File: config.mk
export PLATFORM = sky130hd
export DESIGN_NAME = mux_rr_arbiter
export DESIGN_NICKNAME = d
export VERILOG_FILES = /design/src/rtl/mux_arb_pkg.sv /design/src/rtl/rr_pick3.sv /design/src/rtl/mux_rr_arbiter.sv
export SDC_FILE = /design/constraint.sdc
export NUM_CORES = 1
export LEC_CHECK = 0
export BUFFER_PORTS_ARGS = -buffer_cell sky130_fd_sc_hd__buf_2
export CORE_ASPECT_RATIO = 1.75
export CORE_MARGIN = 5
export CORE_UTILIZATION = 40
export DETAILED_ROUTE_END_ITERATION = 10
export GPL_ROUTABILITY_DRIVEN = 0
export PLACE_DENSITY = 0.81
export RECOVER_POWER = 100
export REMOVE_ABC_BUFFERS = 1
export SLEW_MARGIN = 0
export SYNTH_ARGS = -nofsm -noshare
export SYNTH_HDL_FRONTEND = slang
export SYNTH_SLANG_ARGS = --single-unit
File: constraint.sdc
create_clock -name clk -period 5 [get_ports clk]
set_input_delay 0.25 -clock clk [delete_from_list [all_inputs] [get_ports clk]]
set_output_delay 0.25 -clock clk [all_outputs]
set_load 0.005 [all_outputs]
File: src/rtl/mux_arb_pkg.sv
// Shared definitions for the round-robin operand mux arbiter.
//   ST_EMPTY / ST_FULL : occupancy of the one-entry output register
//   SEL_OPT1..3        : mux select codes for requesters 0..2
//   NUM_REQ            : number of requesters sharing the mux
package mux_arb_pkg;

  localparam int NUM_REQ = 3;

  typedef enum logic {
    ST_EMPTY = 1'b0,
    ST_FULL  = 1'b1
  } state_e;

  localparam logic [1:0] SEL_OPT1 = 2'd0;
  localparam logic [1:0] SEL_OPT2 = 2'd1;
  localparam logic [1:0] SEL_OPT3 = 2'd2;

endpackage

File: src/rtl/rr_pick3.sv
// Combinational 3-way round-robin picker.
// Searches req starting at last+1 (mod 3) and returns the first set bit.
// Ports:
//   req        in  [2:0] request bits
//   last       in  [1:0] index granted most recently (3 treated like 2)
//   gnt_onehot out [2:0] one-hot winner, zero when no request
//   gnt_idx    out [1:0] winner index, SEL_OPT1 when no request
//   any        out       at least one request is present
module rr_pick3
  import mux_arb_pkg::*;
(
  input  logic [2:0] req,
  input  logic [1:0] last,
  output logic [2:0] gnt_onehot,
  output logic [1:0] gnt_idx,
  output logic       any
);

  always_comb begin
    gnt_onehot = 3'b000;
    gnt_idx    = SEL_OPT1;
    any        = |req;

    case (last)
      2'd0: begin
        if      (req[1]) gnt_idx = SEL_OPT2;
        else if (req[2]) gnt_idx = SEL_OPT3;
        else if (req[0]) gnt_idx = SEL_OPT1;
      end
      2'd1: begin
        if      (req[2]) gnt_idx = SEL_OPT3;
        else if (req[0]) gnt_idx = SEL_OPT1;
        else if (req[1]) gnt_idx = SEL_OPT2;
      end
      default: begin
        if      (req[0]) gnt_idx = SEL_OPT1;
        else if (req[1]) gnt_idx = SEL_OPT2;
        else if (req[2]) gnt_idx = SEL_OPT3;
      end
    endcase

    if (any) gnt_onehot[gnt_idx] = 1'b1;
  end

endmodule

File: src/rtl/mux_rr_arbiter.sv
// Round-robin arbiter sharing the 32-bit three-input result mux between
// three valid/ready requesters. The winning operand is captured into a
// one-entry output register presented downstream with valid/ready.
// Ports:
//   clk, reset              clock, synchronous active-high reset
//   req_valid[2:0]          per-requester operand valid
//   req_data0..2            requester operands (mux options 1..3)
//   req_ready[2:0]          one-hot accept of the granted requester
//   selection[1:0]          mux select of current grant (holds when idle)
//   out_valid/out_data      registered operand towards the datapath
//   out_src[1:0]            requester index that produced out_data
//   out_ready               downstream accept
// Optional: define MUX_ARB_GRANT_CNT_EN to add grant_cnt0..2, wrapping
// per-requester grant counters of CNT_W bits.
module mux_rr_arbiter
  import mux_arb_pkg::*;
#(
  parameter int DATA_W = 32,
  parameter int CNT_W  = 16
) (
  input  logic              clk,
  input  logic              reset,
  input  logic [2:0]        req_valid,
  input  logic [DATA_W-1:0] req_data0,
  input  logic [DATA_W-1:0] req_data1,
  input  logic [DATA_W-1:0] req_data2,
  output logic [2:0]        req_ready,
  output logic [1:0]        selection,
  output logic              out_valid,
  output logic [DATA_W-1:0] out_data,
  output logic [1:0]        out_src,
  input  logic              out_ready
`ifdef MUX_ARB_GRANT_CNT_EN
  ,
  output logic [CNT_W-1:0]  grant_cnt0,
  output logic [CNT_W-1:0]  grant_cnt1,
  output logic [CNT_W-1:0]  grant_cnt2
`endif
);

  state_e            state_q, state_d;
  logic [1:0]        last_q, last_d;
  logic [1:0]        sel_q, sel_d;
  logic [DATA_W-1:0] data_q, data_d;
  logic [1:0]        src_q, src_d;

  logic [2:0]        pick_onehot;
  logic [1:0]        pick_idx;
  logic              pick_any;
  logic              load_en;
  logic              grant;
  logic [DATA_W-1:0] mux_data;

  rr_pick3 u_pick (
    .req        (req_valid),
    .last       (last_q),
    .gnt_onehot (pick_onehot),
    .gnt_idx    (pick_idx),
    .any        (pick_any)
  );

  // The register can take a new operand when empty or when it is being
  // popped this cycle; reset blocks any accept so nothing is lost.
  assign load_en   = (state_q == ST_EMPTY) || out_ready;
  assign grant     = load_en && pick_any && !reset;
  assign req_ready = grant ? pick_onehot : 3'b000;
  assign selection = grant ? pick_idx : sel_q;

  always_comb begin
    mux_data = req_data0;
    case (pick_idx)
      SEL_OPT2: mux_data = req_data1;
      SEL_OPT3: mux_data = req_data2;
      default:  mux_data = req_data0;
    endcase
  end

  always_comb begin
    state_d = state_q;
    last_d  = last_q;
    sel_d   = sel_q;
    data_d  = data_q;
    src_d   = src_q;
    if (grant) begin
      state_d = ST_FULL;
      last_d  = pick_idx;
      sel_d   = pick_idx;
      data_d  = mux_data;
      src_d   = pick_idx;
    end else if (out_ready) begin
      // Pop without refill; data and source keep their stale values.
      state_d = ST_EMPTY;
    end
  end

  always_ff @(posedge clk) begin
    if (reset) begin
      state_q <= ST_EMPTY;
      last_q  <= SEL_OPT3;
      sel_q   <= SEL_OPT1;
      data_q  <= '0;
      src_q   <= SEL_OPT1;
    end else begin
      state_q <= state_d;
      last_q  <= last_d;
      sel_q   <= sel_d;
      data_q  <= data_d;
      src_q   <= src_d;
    end
  end

  assign out_valid = (state_q == ST_FULL);
  assign out_data  = data_q;
  assign out_src   = src_q;

`ifdef MUX_ARB_GRANT_CNT_EN
  logic [CNT_W-1:0] cnt_q [NUM_REQ];
  logic [CNT_W-1:0] cnt_d [NUM_REQ];

  always_comb begin
    for (int i = 0; i < NUM_REQ; i++) begin
      cnt_d[i] = cnt_q[i];
      if (grant && (pick_idx == 2'(i))) cnt_d[i] = cnt_q[i] + CNT_W'(1);
    end
  end

  always_ff @(posedge clk) begin
    for (int i = 0; i < NUM_REQ; i++) begin
      if (reset) cnt_q[i] <= '0;
      else       cnt_q[i] <= cnt_d[i];
    end
  end

  assign grant_cnt0 = cnt_q[0];
  assign grant_cnt1 = cnt_q[1];
  assign grant_cnt2 = cnt_q[2];
`else
  logic unused_cnt_w;
  assign unused_cnt_w = (CNT_W > 0);
`endif

endmodule

* Word level (Yosys, flattened, before mapping)
Cells that the tools add are included.
Word-level totals: register bits 39, input port bits 102, output and inout bits 40, logic and storage cells 34
Operators by class: magnitude comparators 2, eq/ne operators 3, mux-type cells 15, bitwise gates (word level) 1, reductions and logical operators 8
Operators with widths (count):
- 32-bit case mux with 2 select lines | 1
- 2-bit two-way mux | 6
- 3-bit two-way mux | 2
- 2-bit by 1-bit == test with 1-bit output (second input constant) | 2
- 1-bit two-way mux | 4
- 2-bit case mux with 2 select lines | 1
- 1-bit logical AND | 3
- 2-bit by 3-bit < comparator with 1-bit output (second input constant) | 1
- 3-bit OR reduction | 1
- 1-bit demux with 2-bit select | 1
- 2-bit == test (second input constant) | 1
- 2-bit by 1-bit >= comparator with 1-bit output (second input constant) | 1
- 2-bit logical NOT | 1
- 2-bit nonzero test | 1
- 1-bit logical NOT | 1
- 1-bit logical OR | 1
- 1-bit inverter | 1

* Depth between registers and ports, before layout
depth after elaboration 10, depth in mapped cells 9, depth with buffers taken out 7

* By module
A second synthesis with hierarchy kept.
Second synthesis, totals: cell total of the unflattened synthesis 224, area total of the unflattened synthesis 2055.7 um2
By module, submodules not included:
- mux_rr_arbiter | instances 1, cells each 213, area an instance 1979.4 um2, sequential area each 760.7 um2
- rr_pick3 | instances 1, cells each 11, area an instance 76.3 um2, sequential area each 0.0 um2

* Worst setup path before layout
Ideal clock, no wire load.
path kind reg2reg, start point reg last_q[0], end point reg data_q[28] (netlist: out_data[28]), library setup time 0.123 ns, arrival 1.854 ns, required time 4.877 ns, slack 3.022 ns, cell stages (with the launch flop) 9, path buffers 2, clock period less this slack 1.978 ns, cell sequence dfxtp_1 > nor2b_1 > o22a_1 > nand2b_1 > ha_1 > buf_2 > clkbuf_1 > a21oi_1 > mux2_1
On the way: longest elaborated chain between the ends 4, elaborated cells between the ends (all ways) 6, classes of those cells eq/ne: 3; mux: 2; reduce/logical: 1
RTL lines:
- start, declared | RTL line mux_rr_arbiter.sv:42 | logic [1:0] last_q, last_d;
- start signal, assigned | RTL line mux_rr_arbiter.sv:105 | last_q <= last_d;
- 2-bit by 1-bit == test with 1-bit output / 2-bit logical NOT (equally long branches) | RTL line rr_pick3.sv:24 | case (last)
- 2-bit case mux with 2 select lines (*) | RTL line rr_pick3.sv:24
- 2-bit == test / 2-bit by 1-bit == test with 1-bit output (equally long branches) | RTL line mux_rr_arbiter.sv:71 | case (pick_idx)
- 32-bit case mux with 2 select lines (*) | RTL line mux_rr_arbiter.sv:71
- end signal, assigned | RTL line mux_rr_arbiter.sv:107 | data_q <= data_d;
- end, declared | RTL line mux_rr_arbiter.sv:44 | logic [DATA_W-1:0] data_q, data_d;
Mark *: on every way between the ends. The rest lies on a longest branch, timed or not. A chain may end at the register's enable or synchronous reset.

* Worst setup path in the final report
start point reg state_q (netlist: out_valid), end point out req_ready[2]
On the way: longest elaborated chain between the ends 5
RTL lines:
- start, declared | RTL line mux_rr_arbiter.sv:41 | state_e state_q, state_d;
- start signal, assigned | RTL line mux_rr_arbiter.sv:104 | state_q <= state_d;
- 1-bit inverter | RTL line mux_rr_arbiter.sv:64 | assign load_en = (state_q == ST_EMPTY) || out_ready;
- 1-bit logical OR | RTL line mux_rr_arbiter.sv:64
- 1-bit logical AND (2 in series) | RTL line mux_rr_arbiter.sv:65 | assign grant = load_en && pick_any && !reset;
- 3-bit two-way mux | RTL line mux_rr_arbiter.sv:66 | assign req_ready = grant ? pick_onehot : 3'b000;
- end, declared | RTL line mux_rr_arbiter.sv:27 | output logic [2:0] req_ready,
Every way passes these cells.

==> impl_metrics.prom <==
# TYPE chip_impl_metric gauge
chip_impl_info{name="outcome",value="complete, but fails checks"} 1
chip_impl_info{name="violations",value="capacitance limit, slew limit"} 1
chip_impl_metric{name="placed_area",unit="um^2"} 2920
chip_impl_info{name="hp-class",value="in -> reg"} 1
chip_impl_metric{name="drive_above_1_share",unit=""} 0.387
chip_impl_metric{name="grt_util_all_layers",unit=""} 0.177
chip_impl_metric{name="finalSetupTns",unit="ps"} 0
chip_impl_metric{name="vias",unit=""} 2320
chip_impl_metric{name="power.density_cell_area",unit="nW/um^2"} 291
chip_impl_metric{name="die_w",unit="um"} 66.3
chip_impl_metric{name="std_cell_rows",unit=""} 36
chip_impl_metric{name="detailed_place_hpwl",unit="um"} 4870
chip_impl_metric{name="route.detailed.wl_per_inst",unit="um"} 14.3
chip_impl_metric{name="worst_slack",unit="ps"} 1460
chip_impl_metric{name="clock_tree.htree_level_count",unit=""} 2
chip_impl_info{name="r2r_end",value="out_data[25]$_SDFFE_PP0P_"} 1
chip_impl_info{name="grt_setup_unrepaired",value="false"} 1
chip_impl_metric{name="swShare",unit=""} 0.301
chip_impl_metric{name="final_hold_violations",unit=""} 0
chip_impl_metric{name="power.total",unit="mW"} 0.860
chip_impl_metric{name="p_sw",unit="mW"} 0.259
chip_impl_metric{name="drt.antenna.violating_nets",unit=""} 0
chip_impl_info{name="cts-root-buf",value="sky130_fd_sc_hd__clkbuf_8"} 1
chip_impl_info{name="worstSetupEndpointType",value="primary output"} 1
chip_impl_metric{name="grt_pass1_vias",unit=""} 2169
chip_impl_metric{name="cts.repair.resized",unit=""} 0
chip_impl_metric{name="global_route_wire_length_before_repair",unit="um"} 10100
chip_impl_metric{name="vias_per_cell",unit=""} 5.03
chip_impl_metric{name="syn_area",unit="um^2"} 2220
chip_impl_metric{name="maxCapViolCount",unit=""} 1
chip_impl_metric{name="power_report.internal_total",unit="mW"} 0.601
chip_impl_metric{name="post_cts_hold_buffer_count",unit=""} 0
chip_impl_metric{name="grt_start_max_net_pins",unit=""} 65
chip_impl_metric{name="reg2reg_setup_slack",unit="ps"} 1800
chip_impl_metric{name="design.core.area",unit="um^2"} 5500
chip_impl_info{name="setup.worst_path.start",value="out_valid$_SDFFE_PP0P_"} 1
chip_impl_metric{name="drt-pass1-iter-count",unit=""} 4
chip_impl_metric{name="final.hold.worst_slack",unit="ps"} 291
chip_impl_metric{name="drt_first_iter_violations",unit=""} 149
chip_impl_metric{name="ys_warn_count",unit=""} 0
chip_impl_metric{name="final.min_clock_period",unit="ps"} 3540
chip_impl_metric{name="seqPwrFrac",unit=""} 0.429
chip_impl_metric{name="cts_max_path_bufs",unit=""} 2
chip_impl_metric{name="timing.final.crit_share",unit=""} 0.707
chip_impl_metric{name="crit_fanout",unit=""} 21
chip_impl_metric{name="initial_core_util",unit=""} 0.404
chip_impl_metric{name="die_area",unit="um^2"} 7200
chip_impl_metric{name="fin_worst_skew",unit="ps"} 3.61
chip_impl_metric{name="report.final.slew_viol_count",unit=""} 18
chip_impl_info{name="clock_tree_from_tritoncts",value="built"} 1
chip_impl_info{name="crit-reg2reg-launch",value="out_valid$_SDFFE_PP0P_"} 1
chip_impl_metric{name="ys_seq_area_frac",unit=""} 0.342
chip_impl_metric{name="layout.cells.non_filler",unit=""} 461
chip_impl_metric{name="pin_count",unit=""} 142
chip_impl_metric{name="worst_skew_late_latency",unit="ps"} 280
chip_impl_metric{name="placed_cells",unit=""} 453
chip_impl_metric{name="die_ht",unit="um"} 109
chip_impl_metric{name="max_clock_freq",unit="MHz"} 283
chip_impl_metric{name="grt_remaining_overflow",unit=""} 0
chip_impl_metric{name="post-route-util",unit=""} 0.537
chip_impl_metric{name="final_net_count",unit=""} 489
chip_impl_metric{name="antenna_cells_inserted",unit=""} 0
chip_impl_metric{name="routed_wirelength",unit="um"} 6580
chip_impl_metric{name="setup_viol",unit=""} 0
chip_impl_metric{name="timing.critical_path.arrival",unit="ps"} 3290
chip_impl_metric{name="grt_antenna_before_repair",unit=""} 0
chip_impl_metric{name="dp_worst_setup_slack",unit="ps"} 2350
chip_impl_info{name="critPathLaunchType",value="flop"} 1
chip_impl_metric{name="power.static_leakage",unit="nW"} 1.32
chip_impl_metric{name="drc_violation_count_after_routing",unit=""} 0
chip_impl_info{name="crit_type",value="reg -> out"} 1
chip_impl_metric{name="combinationalPowerShare",unit=""} 0.321
chip_impl_metric{name="crit_required",unit="ps"} 4750
chip_impl_metric{name="synth.ff_latch_count",unit=""} 38
chip_impl_metric{name="fin_area",unit="um^2"} 2950
chip_impl_metric{name="post_synth_inst_count",unit=""} 258
chip_impl_metric{name="syn2layout_area_growth",unit="%"} 32.8
chip_impl_info{name="cp-endpoint",value="req_ready[2]"} 1
chip_impl_metric{name="clkSinkCount",unit=""} 38
chip_impl_metric{name="netlist-cell-type-count",unit=""} 24
chip_impl_metric{name="worst-slew-pin-transition",unit="ps"} 2210
chip_impl_metric{name="buffer_ports.inserted",unit=""} 141
chip_impl_metric{name="post_synth.cell_area_avg",unit="um^2"} 8.61
chip_impl_metric{name="path_clk_slew",unit="ps"} 70
chip_impl_metric{name="vdd.ir_drop.worst",unit="mV"} 0.155
chip_impl_metric{name="clock_power_share",unit=""} 0.249
chip_impl_metric{name="rr_worst_depth",unit=""} 4
chip_impl_metric{name="tritoncts.num_buffers",unit=""} 5
chip_impl_metric{name="timing.max_slew.rel_slack",unit=""} -0.481
chip_impl_metric{name="postCtsSetupBuffers",unit=""} 0
-- cells by family (layout without fill, tap and decap cells) --
logic type	count (synthesis)	in the layout	synth area share
buffers and inverters	32	159	0.0681
and+or+nand+nor	77	77	0.188
DFF	38	38	0.342
adders and majority gates	3	3	0.0169
AOI/OAI and AO/OA	76	76	0.222
muxes	32	32	0.162
-- worst min-delay path by stage --
| stage | from | to | cells past startpoint |
|---|---|---|---|
| 2_1_floorplan | reset | out_valid$_SDFFE_PP0P_ | 1 |
| 3_3_place_gp | sel_q[0]$_SDFF_PP0_ | sel_q[0]$_SDFF_PP0_ | 2 |
| 3_5_place_dp | sel_q[1]$_SDFF_PP0_ | sel_q[1]$_SDFF_PP0_ | 2 |
| 4_1_cts | out_ready | out_valid$_SDFFE_PP0P_ | 4 |
| 5_1_grt | out_ready | out_valid$_SDFFE_PP0P_ | 4 |
| 6_report | out_ready | out_valid$_SDFFE_PP0P_ | 4 |
-- sequential cells by signal, indices dropped and copies added (netlist names) --
signal / cells
out_src: 1
sel_q: 2
out_data: 32
out_valid: 1
last_q: 2
-- power groups by stage --
stage,Clock [mW],Combinational [mW],Sequential (mW)
after floorplan,0,0.156,0.380
after global placement,0,0.281,0.373
after detailed placement,0,0.292,0.374
after CTS,0.225,0.292,0.368
after global routing,0.238,0.308,0.375
final,0.214,0.276,0.369
-- Yosys cell counts --
cell type,n,area [um^2]
sky130_fd_sc_hd__mux2_2,30,338
sky130_fd_sc_hd__a22oi_1,32,240
sky130_fd_sc_hd__o311ai_0,1,8.76
sky130_fd_sc_hd__nor2_1,34,128
sky130_fd_sc_hd__inv_1,8,30.0
sky130_fd_sc_hd__nand2b_1,2,12.5
sky130_fd_sc_hd__nor2b_4,1,13.8
sky130_fd_sc_hd__a21oi_1,33,165
sky130_fd_sc_hd__buf_1,1,3.75
sky130_fd_sc_hd__buf_4,2,15.0
sky130_fd_sc_hd__ha_1,3,37.5
sky130_fd_sc_hd__o32ai_1,6,52.6
sky130_fd_sc_hd__or2_2,1,6.26
sky130_fd_sc_hd__and2_1,3,18.8
sky130_fd_sc_hd__dfxtp_1,38,761
sky130_fd_sc_hd__buf_2,1,5.00
sky130_fd_sc_hd__buf_6,3,33.8
sky130_fd_sc_hd__nor3_4,1,16.3
sky130_fd_sc_hd__o22a_1,2,17.5
sky130_fd_sc_hd__o21ai_0,2,10.0
sky130_fd_sc_hd__clkbuf_1,17,63.8
sky130_fd_sc_hd__nor3_2,1,10.0
sky130_fd_sc_hd__mux2_1,2,22.5
sky130_fd_sc_hd__nor2b_1,34,213
-- worst max-delay path, cell delays in order (launching register included) --
cell                       delay (ps)
sky130_fd_sc_hd__dfxtp_1          310
sky130_fd_sc_hd__nor2b_1          180
sky130_fd_sc_hd__nor3_1          1700
sky130_fd_sc_hd__buf_4            520
sky130_fd_sc_hd__and2_1           180
sky130_fd_sc_hd__clkbuf_2         110
-- cell type report --
| type | count | area (um^2) |
|---|---|---|
| Clock buffer | 7 | 86.3 |
| Clock inverter | 1 | 5.00 |
| Fill cell | 581 | 2540 |
| Inverter | 8 | 30.0 |
| Multi-Input combinational cell | 188 | 1290 |
| Sequential cell | 38 | 761 |
| Tap cell | 76 | 95.1 |
| Timing Repair Buffer | 143 | 679 |
-- per-layer routing --
metal / vias up / share of wire / GRT usage
li1: 1160 / - / -
met3: 5 / 0.049 / 0.0270
met1: 1085 / 0.36 / 0.196
met5: - / 0 / 0
met2: 70 / 0.58 / 0.337
met4: 0 / 0.011 / 0.0523
-- placed cells by master, fill, tap and decap left out, types with 2 or more instances in the layout --
master                       n
sky130_fd_sc_hd__buf_4       2
sky130_fd_sc_hd__and2_1      3
sky130_fd_sc_hd__buf_2     107
sky130_fd_sc_hd__o22a_1      2
sky130_fd_sc_hd__o21ai_0     2
sky130_fd_sc_hd__clkbuf_8    6
sky130_fd_sc_hd__mux2_2     29
sky130_fd_sc_hd__a22oi_1    32
sky130_fd_sc_hd__clkbuf_1   34
sky130_fd_sc_hd__dfxtp_1    38
sky130_fd_sc_hd__o32ai_1     6
sky130_fd_sc_hd__nor2_1     34
sky130_fd_sc_hd__nand2b_1    2
sky130_fd_sc_hd__nor2b_1    35
sky130_fd_sc_hd__inv_1       8
sky130_fd_sc_hd__mux2_1      3
sky130_fd_sc_hd__a21oi_1    33
sky130_fd_sc_hd__ha_1        2
No activity file was read; power rests on OpenSTA's default activity.
